### config.mk
export PLATFORM = sky130hd
export DESIGN_NAME = btn_param_entry
export DESIGN_NICKNAME = d
export VERILOG_FILES = /design/src/rtl/param_entry_pkg.sv /design/src/rtl/btn_debounce.sv /design/src/rtl/btn_param_entry.sv
export SDC_FILE = /design/constraint.sdc
export NUM_CORES = 1
export LEC_CHECK = 0
export CAP_MARGIN = 5
export CORE_UTILIZATION = 57
export CTS_CLUSTER_DIAMETER = 40
export CTS_CLUSTER_SIZE = 16
export DETAILED_ROUTE_END_ITERATION = 6
export PLACE_DENSITY = 0.72
export SYNTH_ARGS = -nofsm -noshare
export SYNTH_HDL_FRONTEND = slang
export SYNTH_SLANG_ARGS = --single-unit
### constraint.sdc
create_clock -name clk_in -period 3.8 [get_ports clk_in]
set_input_delay 1.14 -clock clk_in [delete_from_list [all_inputs] [get_ports clk_in]]
set_output_delay 1.14 -clock clk_in [all_outputs]
set_load 0.005 [all_outputs]
### src/rtl/param_entry_pkg.sv
// Shared state encoding, value width and value-step helper for the button parameter-entry front end.
package param_entry_pkg;

  localparam int VW = 4;

  typedef enum logic [1:0] {
    ST_RUN        = 2'd0,
    ST_EDIT_START = 2'd1,
    ST_EDIT_STOP  = 2'd2
  } state_t;

  // inc and dec arriving together cancel out; both directions wrap mod 2**VW
  function automatic logic [VW-1:0] step_val(input logic [VW-1:0] v, input logic inc, input logic dec);
    logic [VW-1:0] r;
    r = v;
    if (inc && !dec)      r = v + 1'b1;
    else if (dec && !inc) r = v - 1'b1;
    return r;
  endfunction

endpackage

### src/rtl/btn_debounce.sv
// Button conditioner: 2-FF sync, DEB_CYCLES stable-sample debounce, registered 1-cycle press pulse.
// press rises DEB_CYCLES+3 edges after a clean raw 0->1; no backpressure, release yields no pulse.
module btn_debounce #(
  parameter int DEB_CYCLES = 1_000_000
) (
  input  logic clk_in,
  input  logic rst,
  input  logic btn_raw,
  output logic level,
  output logic press
);

  localparam int CW = $clog2(DEB_CYCLES + 1);

  logic          sync1;
  logic          sync2;
  logic          level_d;
  logic [CW-1:0] deb_cnt;

  always_ff @(posedge clk_in) begin
    if (rst) begin
      sync1 <= 1'b0;
      sync2 <= 1'b0;
    end else begin
      sync1 <= btn_raw;
      sync2 <= sync1;
    end
  end

  // counter only runs while the sample disagrees with the accepted level
  always_ff @(posedge clk_in) begin
    if (rst) begin
      deb_cnt <= '0;
      level   <= 1'b0;
    end else if (sync2 == level) begin
      deb_cnt <= '0;
    end else if (deb_cnt == CW'(DEB_CYCLES - 1)) begin
      deb_cnt <= '0;
      level   <= ~level;
    end else begin
      deb_cnt <= deb_cnt + 1'b1;
    end
  end

  always_ff @(posedge clk_in) begin
    if (rst) begin
      level_d <= 1'b0;
      press   <= 1'b0;
    end else begin
      level_d <= level;
      press   <= level & ~level_d;
    end
  end

endmodule

### src/rtl/btn_param_entry.sv
// Debounced inc/dec/mode editing of counter start/stop values; outputs update DEB_CYCLES+4 edges after a raw press.
// No backpressure: every press pulse is acted on (or discarded) in the cycle it appears.
module btn_param_entry
  import param_entry_pkg::*;
#(
  parameter int          DEB_CYCLES   = 1_000_000,
  parameter int          BLINK_CYCLES = 25_000_000,
  parameter logic [VW-1:0] START_RST  = 4'd0,
  parameter logic [VW-1:0] STOP_RST   = 4'd9
) (
  input  logic          clk_in,
  input  logic          rst,
  input  logic          btn_inc,
  input  logic          btn_dec,
  input  logic          btn_mode,
  output logic [VW-1:0] start_vl,
  output logic [VW-1:0] stop_vl,
  output logic [1:0]    edit_sel,
  output logic          run,
  output logic          blink
);

  localparam int BW = $clog2(BLINK_CYCLES + 1);

  logic          inc_p;
  logic          dec_p;
  logic          mode_p;
  state_t        state;
  state_t        state_nxt;
  logic [BW-1:0] blink_cnt;

  btn_debounce #(.DEB_CYCLES(DEB_CYCLES)) u_deb_inc (
    .clk_in(clk_in), .rst(rst), .btn_raw(btn_inc), .level(), .press(inc_p)
  );

  btn_debounce #(.DEB_CYCLES(DEB_CYCLES)) u_deb_dec (
    .clk_in(clk_in), .rst(rst), .btn_raw(btn_dec), .level(), .press(dec_p)
  );

  btn_debounce #(.DEB_CYCLES(DEB_CYCLES)) u_deb_mode (
    .clk_in(clk_in), .rst(rst), .btn_raw(btn_mode), .level(), .press(mode_p)
  );

  always_ff @(posedge clk_in) begin
    if (rst) state <= ST_RUN;
    else     state <= state_nxt;
  end

  always_comb begin
    state_nxt = state;
    if (mode_p) begin
      case (state)
        ST_RUN:        state_nxt = ST_EDIT_START;
        ST_EDIT_START: state_nxt = ST_EDIT_STOP;
        default:       state_nxt = ST_RUN;
      endcase
    end
  end

  // a mode press takes priority; inc/dec in that cycle are dropped
  always_ff @(posedge clk_in) begin
    if (rst) begin
      start_vl <= START_RST;
      stop_vl  <= STOP_RST;
    end else if (!mode_p) begin
      if (state == ST_EDIT_START) start_vl <= step_val(start_vl, inc_p, dec_p);
      if (state == ST_EDIT_STOP)  stop_vl  <= step_val(stop_vl, inc_p, dec_p);
    end
  end

  // restart the blink phase on every state change so the new digit starts visible
  always_ff @(posedge clk_in) begin
    if (rst) begin
      blink_cnt <= '0;
      blink     <= 1'b0;
    end else if (state_nxt != state || state == ST_RUN) begin
      blink_cnt <= '0;
      blink     <= 1'b0;
    end else if (blink_cnt == BW'(BLINK_CYCLES - 1)) begin
      blink_cnt <= '0;
      blink     <= ~blink;
    end else begin
      blink_cnt <= blink_cnt + 1'b1;
    end
  end

  assign edit_sel = state;
  assign run      = (state == ST_RUN);

endmodule

==> flow_summary_export.csv, run 1 <==
group,metric,value,unit
run_status,status,"completed",
critical_path,worstPathArrival,1440,ps
route,via_count,3945,
place,dp_hpwl,6460,um
critical_path,critical-path-slowest-cell,"clkdlybuf4s50_1",
route,wl,9070,um
global_route,grt_overflow_total,0,
place,post-place-ws,1050,ps
critical_path,max_stage_delay,530,ps
layout,antennaDiodeCount,0,
layout,nets,588,
global_route,antenna_found_initial,0,
route,first_iter_violations,97,
synth,ys.flop_type,"dfxtp_1",
clock_network,clock-sinks,111,
place,dpl_cell_area,5220,um2
power,vdd_drop_max,0.000205,V
global_route,grt_max_degree,28,
synth,yosysWarnings,0,
global_route,grt_pass1_vias,3586,
sta,report.final.slew_viol_count,0,
synth,seq_area_frac_synth,44.6,%
sta,slew-limit-headroom,56.0,%
route,viasPerCell,5.78,
route,final_antenna_net_count,0,
clock_network,ctsResizeCount,0,
critical_path,worstSetupStartpointType,"flop",
die,fp.dieH,95.5,um
clock_network,cts_setup_buffers,0,
die,row_count,33,
clock_network,clk_latency,360,ps
clock_network,cts_buffer_depth,2,
sta,final.setup.tns,0,ps
sta,setup_viol,0,
power,finalPower,1900,uW
synth,synth-edff-count,0,
synth,async_flop_share,0,%
synth,synth_area,4980,um2
synth,netlist_instances,559,
sta,max_freq,388,MHz
clock_network,root_buffer,"clkbuf_8",
clock_network,cts_tree,"built",
sta,hold_ws,386,ps
die,dieArea,9120,um2
sta,worstMarginPinSlew,659,ps
clock_network,cts.htree.levels,3,
die,die_x,95.5,um
layout,drive_above_1_share,5.72,%
route,drt_first_pass_iters,4,
layout,final_area,5420,um2
critical_path,crit_fanout,5,
synth,synth.distinct_cells,47,
route,drc,0,
die,start_util,59.7,%
critical_path,crit_required,2660,ps
sta,fin_crit,2580,ps
critical_path,worstPathCellList,"nor2_1 -> clkdlybuf4s50_1",
sta,rsz0062_at_grt,"no",
synth,post_synth.cell_area_avg,8.91,um2
synth,synth_fp_nets,575,
die,core-area,8340,um2
critical_path,end_kind,"output port",
layout,area_delta_synth_final,8.84,%
sta,finalHoldViolCount,0,
run,cap_violations,0,
hold_path,hp-class,"reg -> reg",
sta,period_share,67.8,%
critical_path,cp_top_family,"buffers and inverters",
critical_path,critPathKind,"reg -> out",
sta,fin_skew,13.4,ps
power,p_leak,0.00157,uW
critical_path,path_buf_inv,1,
place,numPortBuffers,16,
route,wl_per_cell,13.3,um
sta,setup_ws,1220,ps
power,power.density,350,nW/um2
global_route,grt_pass1_wl,15500,um
clock_network,cts_buffers,9,
place,gp_congestion,0.780,
clock_network,path_clk_slew,100,ps
global_route,grtUsageTotal,21.2,%
clock_network,postCtsHoldBufs,0,
die,num_io_pins,17,
synth,synth-seq-cells,111,
## cell families (layout without fill, tap and decap cells)
| family | after synthesis | after routing | share of synthesized area [%] |
|---|---|---|---|
| and+or+nand+nor | 260 | 260 | 28.8 |
| DFF | 111 | 111 | 44.6 |
| AOI/OAI and AO/OA | 77 | 77 | 9.17 |
| xor gates and xnor gates | 53 | 53 | 9.32 |
| buffers and inverters | 38 | 56 | 3.21 |
| adders and majority gates | 11 | 11 | 3.06 |
| muxes | 9 | 9 | 1.86 |
## layer usage
metal | track usage, % | vias up | wire (um)
li1 | - | 2022 | -
met1 | 25.6 | 1864 | 4240
met2 | 37.9 | 54 | 4530
met3 | 5.42 | 5 | 244
met4 | 4.35 | 0 | 48
met5 | 0 | - | 0
## state kept, by name, summed over array words and instances (netlist names), 2 cells and up
| register | flops |
|---|---|
| blink_cnt | 25 |
| u_deb_mode.deb_cnt | 20 |
| start_vl | 4 |
| u_deb_inc.deb_cnt | 20 |
| edit_sel | 2 |
| u_deb_dec.deb_cnt | 20 |
| stop_vl | 4 |
## synthesized netlist by cell type (13+ instances only)
cell type / number / area (um2)
inv_1: 20 / 75.1
o31ai_1: 19 / 143
o21ai_0: 15 / 75.1
nand3_1: 29 / 145
nand4_1: 17 / 106
xor2_1: 17 / 149
xnor2_1: 36 / 315
nor2_1: 69 / 259
a21oi_1: 35 / 175
nand2_1: 32 / 120
or3_1: 16 / 100
or4_1: 23 / 173
nor3_1: 13 / 65.1
dfxtp_1: 111 / 2220
## worst paths after layout
check | startpoint | end | slack, ps | depth (start not counted)
worst max-delay path | edit_sel[1] | run | 1220 | 2
worst min-delay path | u_deb_mode.level_d | u_deb_mode.press | 390 | 1
worst max register to register | blink_cnt[8] | blink_cnt[16] | 1520 | 4
worst min register to register | u_deb_mode.level_d | u_deb_mode.press | 390 | 1
## final cells by class
class                   count  area [um2]
fillers                   720        2920
multi-input cells         410        2610
flip-flops and latches    111        2220
repair buffers             20         190
clock buffers              11         141
well taps                 105         131
inverters                  20        75.1
clock inverters             5        57.6
## cell usage in the layout (no fill, tap or decap), drive strengths merged
master         Yosys  layout
dfxtp            111     111
nand4b             2       2
and2               3       3
a21boi             1       1
a21o               2       2
xor2              17      17
nor4              10      10
nor2b             12      12
bufinv             0       1
and4               4       4
nor3              13      13
a21oi             35      35
nand3             31      31
or4b               1       1
clkbuf            13      11
o31ai             19      19
or2                3       3
or3               16      16
o21ai             18      18
mux2i              7       7
ha                 9       9
or4               25      25
nand4             18      18
mux2               2       2
a211oi             2       2
fa                 2       2
nand2             32      32
and3               7       7
nand2b             3       3
nor3b              1       1
xnor2             36      36
nand4bb            1       1
nor2              69      69
inv               20      20
clkinv             0       4
or3b               1       1
clkdlybuf4s50      0      16
nor4b              8       8
buf                5       4
## power by group
part / internal, uW / leakage [uW] / switching, uW / total [uW]
Combinational: 9.52 / 0.000575 / 12.3 / 21.8
Sequential: 1170 / 0.000895 / 2.15 / 1170
Clock: 324 / 0.000103 / 386 / 710
## metrics by stage
stage | util (%) | std cells
after floorplan | - | 559
after global placement | 62.6 | 666
after detailed placement | 62.6 | 666
final | 65.0 | 682
after CTS | 65.0 | 682
after global routing | 65.0 | 682
No activity file was read; power rests on OpenSTA's default activity.
==> inputs of run 2 (changes only) <==
==> constraint.sdc (replaced) <==
create_clock -name clk_in -period 2.6 [get_ports clk_in]
set_input_delay 0.78 -clock clk_in [delete_from_list [all_inputs] [get_ports clk_in]]
set_output_delay 0.78 -clock clk_in [all_outputs]
set_load 0.005 [all_outputs]
==> flow_summary_export.csv, run 2 (synthesis gave the netlist of run 1 again) <==
group,metric,value,unit
sta,final.setup.tns,0,ps
sta,worstMarginPinSlew,669,ps
sta,slew-limit-headroom,55.1,%
sta,period_share,86.3,%
clock_network,cts_setup_buffers,0,
clock_network,root_buffer,"clkbuf_8",
clock_network,cts_tree,"built",
critical_path,crit_required,1820,ps
hold_path,hp-class,"reg -> reg",
place,gp_congestion,0.804,
sta,rsz0062_at_grt,"no",
place,dp_hpwl,6380,um
clock_network,ctsResizeCount,0,
critical_path,critPathKind,"reg -> out",
layout,multi_input_area,2610,um2
die,core-area,8340,um2
clock_network,clk_latency,370,ps
global_route,grt_max_degree,28,
clock_network,clock-sinks,111,
clock_network,postCtsHoldBufs,0,
layout,area_delta_synth_final,10.0,%
power,vdd_drop_max,0.000373,V
clock_network,path_clk_slew,100,ps
sta,finalHoldViolCount,0,
global_route,grtUsageTotal,21.3,%
global_route,grt_pass1_wl,15400,um
sta,report.final.slew_viol_count,0,
layout,seqCellArea,2220,um2
clock_network,cts_buffer_depth,2,
global_route,grt_pass1_vias,3599,
sta,fin_skew,12.2,ps
power,power.density,545,nW/um2
clock_network,cts_buffers,9,
layout,stdcell_count,683,
die,row_count,33,
power,finalPower,2990,uW
layout,utilization,65.7,%
route,viasPerCell,5.73,
sta,fin_crit,2250,ps
layout,final_common_cell,"dfxtp_1",
power,p_leak,0.00160,uW
route,first_iter_violations,119,
die,start_util,59.7,%
sta,max_freq,445,MHz
global_route,antenna_found_initial,0,
die,dieArea,9120,um2
layout,antennaDiodeCount,0,
route,wl,9200,um
layout,drive_above_1_share,6.06,%
run,cap_violations,0,
critical_path,worstPathArrival,1470,ps
critical_path,worstSetupStartpointType,"flop",
layout,layout_common_cells,"111 x dfxtp_1, 69 x nor2_1, 36 x xnor2_1",
die,fp.dieH,95.5,um
global_route,grt_overflow_total,0,
critical_path,end_kind,"output port",
route,final_antenna_net_count,0,
clock_network,cts.htree.levels,3,
sta,setup_viol,0,
route,drt_first_pass_iters,4,
die,num_io_pins,17,
route,via_count,3914,
route,wl_per_cell,13.5,um
layout,filler_cell_count,724,
layout,largest_reg_flops,25,
route,drc,0,
layout,nets,589,
layout,regMostFlops,"blink_cnt",
critical_path,crit_fanout,5,
place,dpl.cell_count,667,
place,numPortBuffers,16,
run_status,status,"completed",
die,die_x,95.5,um
## run 2: changes by cell type in the layout (fill, tap and decap cells not counted)
cell       previous run  this run
clkbuf_1              1         0
buf_4                 4         5
clkbuf_8             10         9
inv_6                 0         1
inv_8                 0         1
bufinv_16             1         3
clkinv_2              2         0
## run 2: path summary, 6_finish.rpt
path | start | endpoint | slack (ps) | cells after the start
min reg2reg | u_deb_inc.level_d | u_deb_inc.press | 390 | 1
max | edit_sel[1] | run | 350 | 2
min | u_deb_inc.level_d | u_deb_inc.press | 390 | 1
max reg2reg | blink_cnt[0] | blink_cnt[24] | 380 | 5
## run 2: cell type report
cell class                 instances  area share [%]
timing repair buffer              21            3.61
sequential                       111            40.5
multi-input combinational        410            47.5
clock buffer                       9            2.26
tap                              105            2.40
clock inverter                     7            2.33
inverter                          20            1.37
## run 2: through the flow
step                hold WS [ps]  instance area, um2  setup WS (ps)
global placement             376                5230            408
detailed placement           371                5230            365
finish                       387                5480            355
CTS                          390                5480            323
floorplan                    367                4980            656
global route                 396                5480            258
## run 2: power by group
part / total [uW] / leakage (uW) / switching (uW) / internal [uW]
combinational: 32.0 / 0.000579 / 18.1 / 13.9
sequential: 1710 / 0.000895 / 3.22 / 1700
clock: 1250 / 0.000126 / 596 / 654
total: 2990 / 0.00160 / 618 / 2370
## run 2: critical path, cell delays in order (launching register included)
cell and delay (ps):
dfxtp_1 370, nor2_1 190, clkdlybuf4s50_1 540
## run 2: per-layer routing
metal / GRT usage [%] / vias up / part of all wire (%)
li1: - / 2018 / -
met1: 25.4 / 1828 / 47
met2: 37.4 / 63 / 49
met3: 4.94 / 5 / 3.5
met4: 7.46 / 0 / 0.86
met5: 0 / - / 0
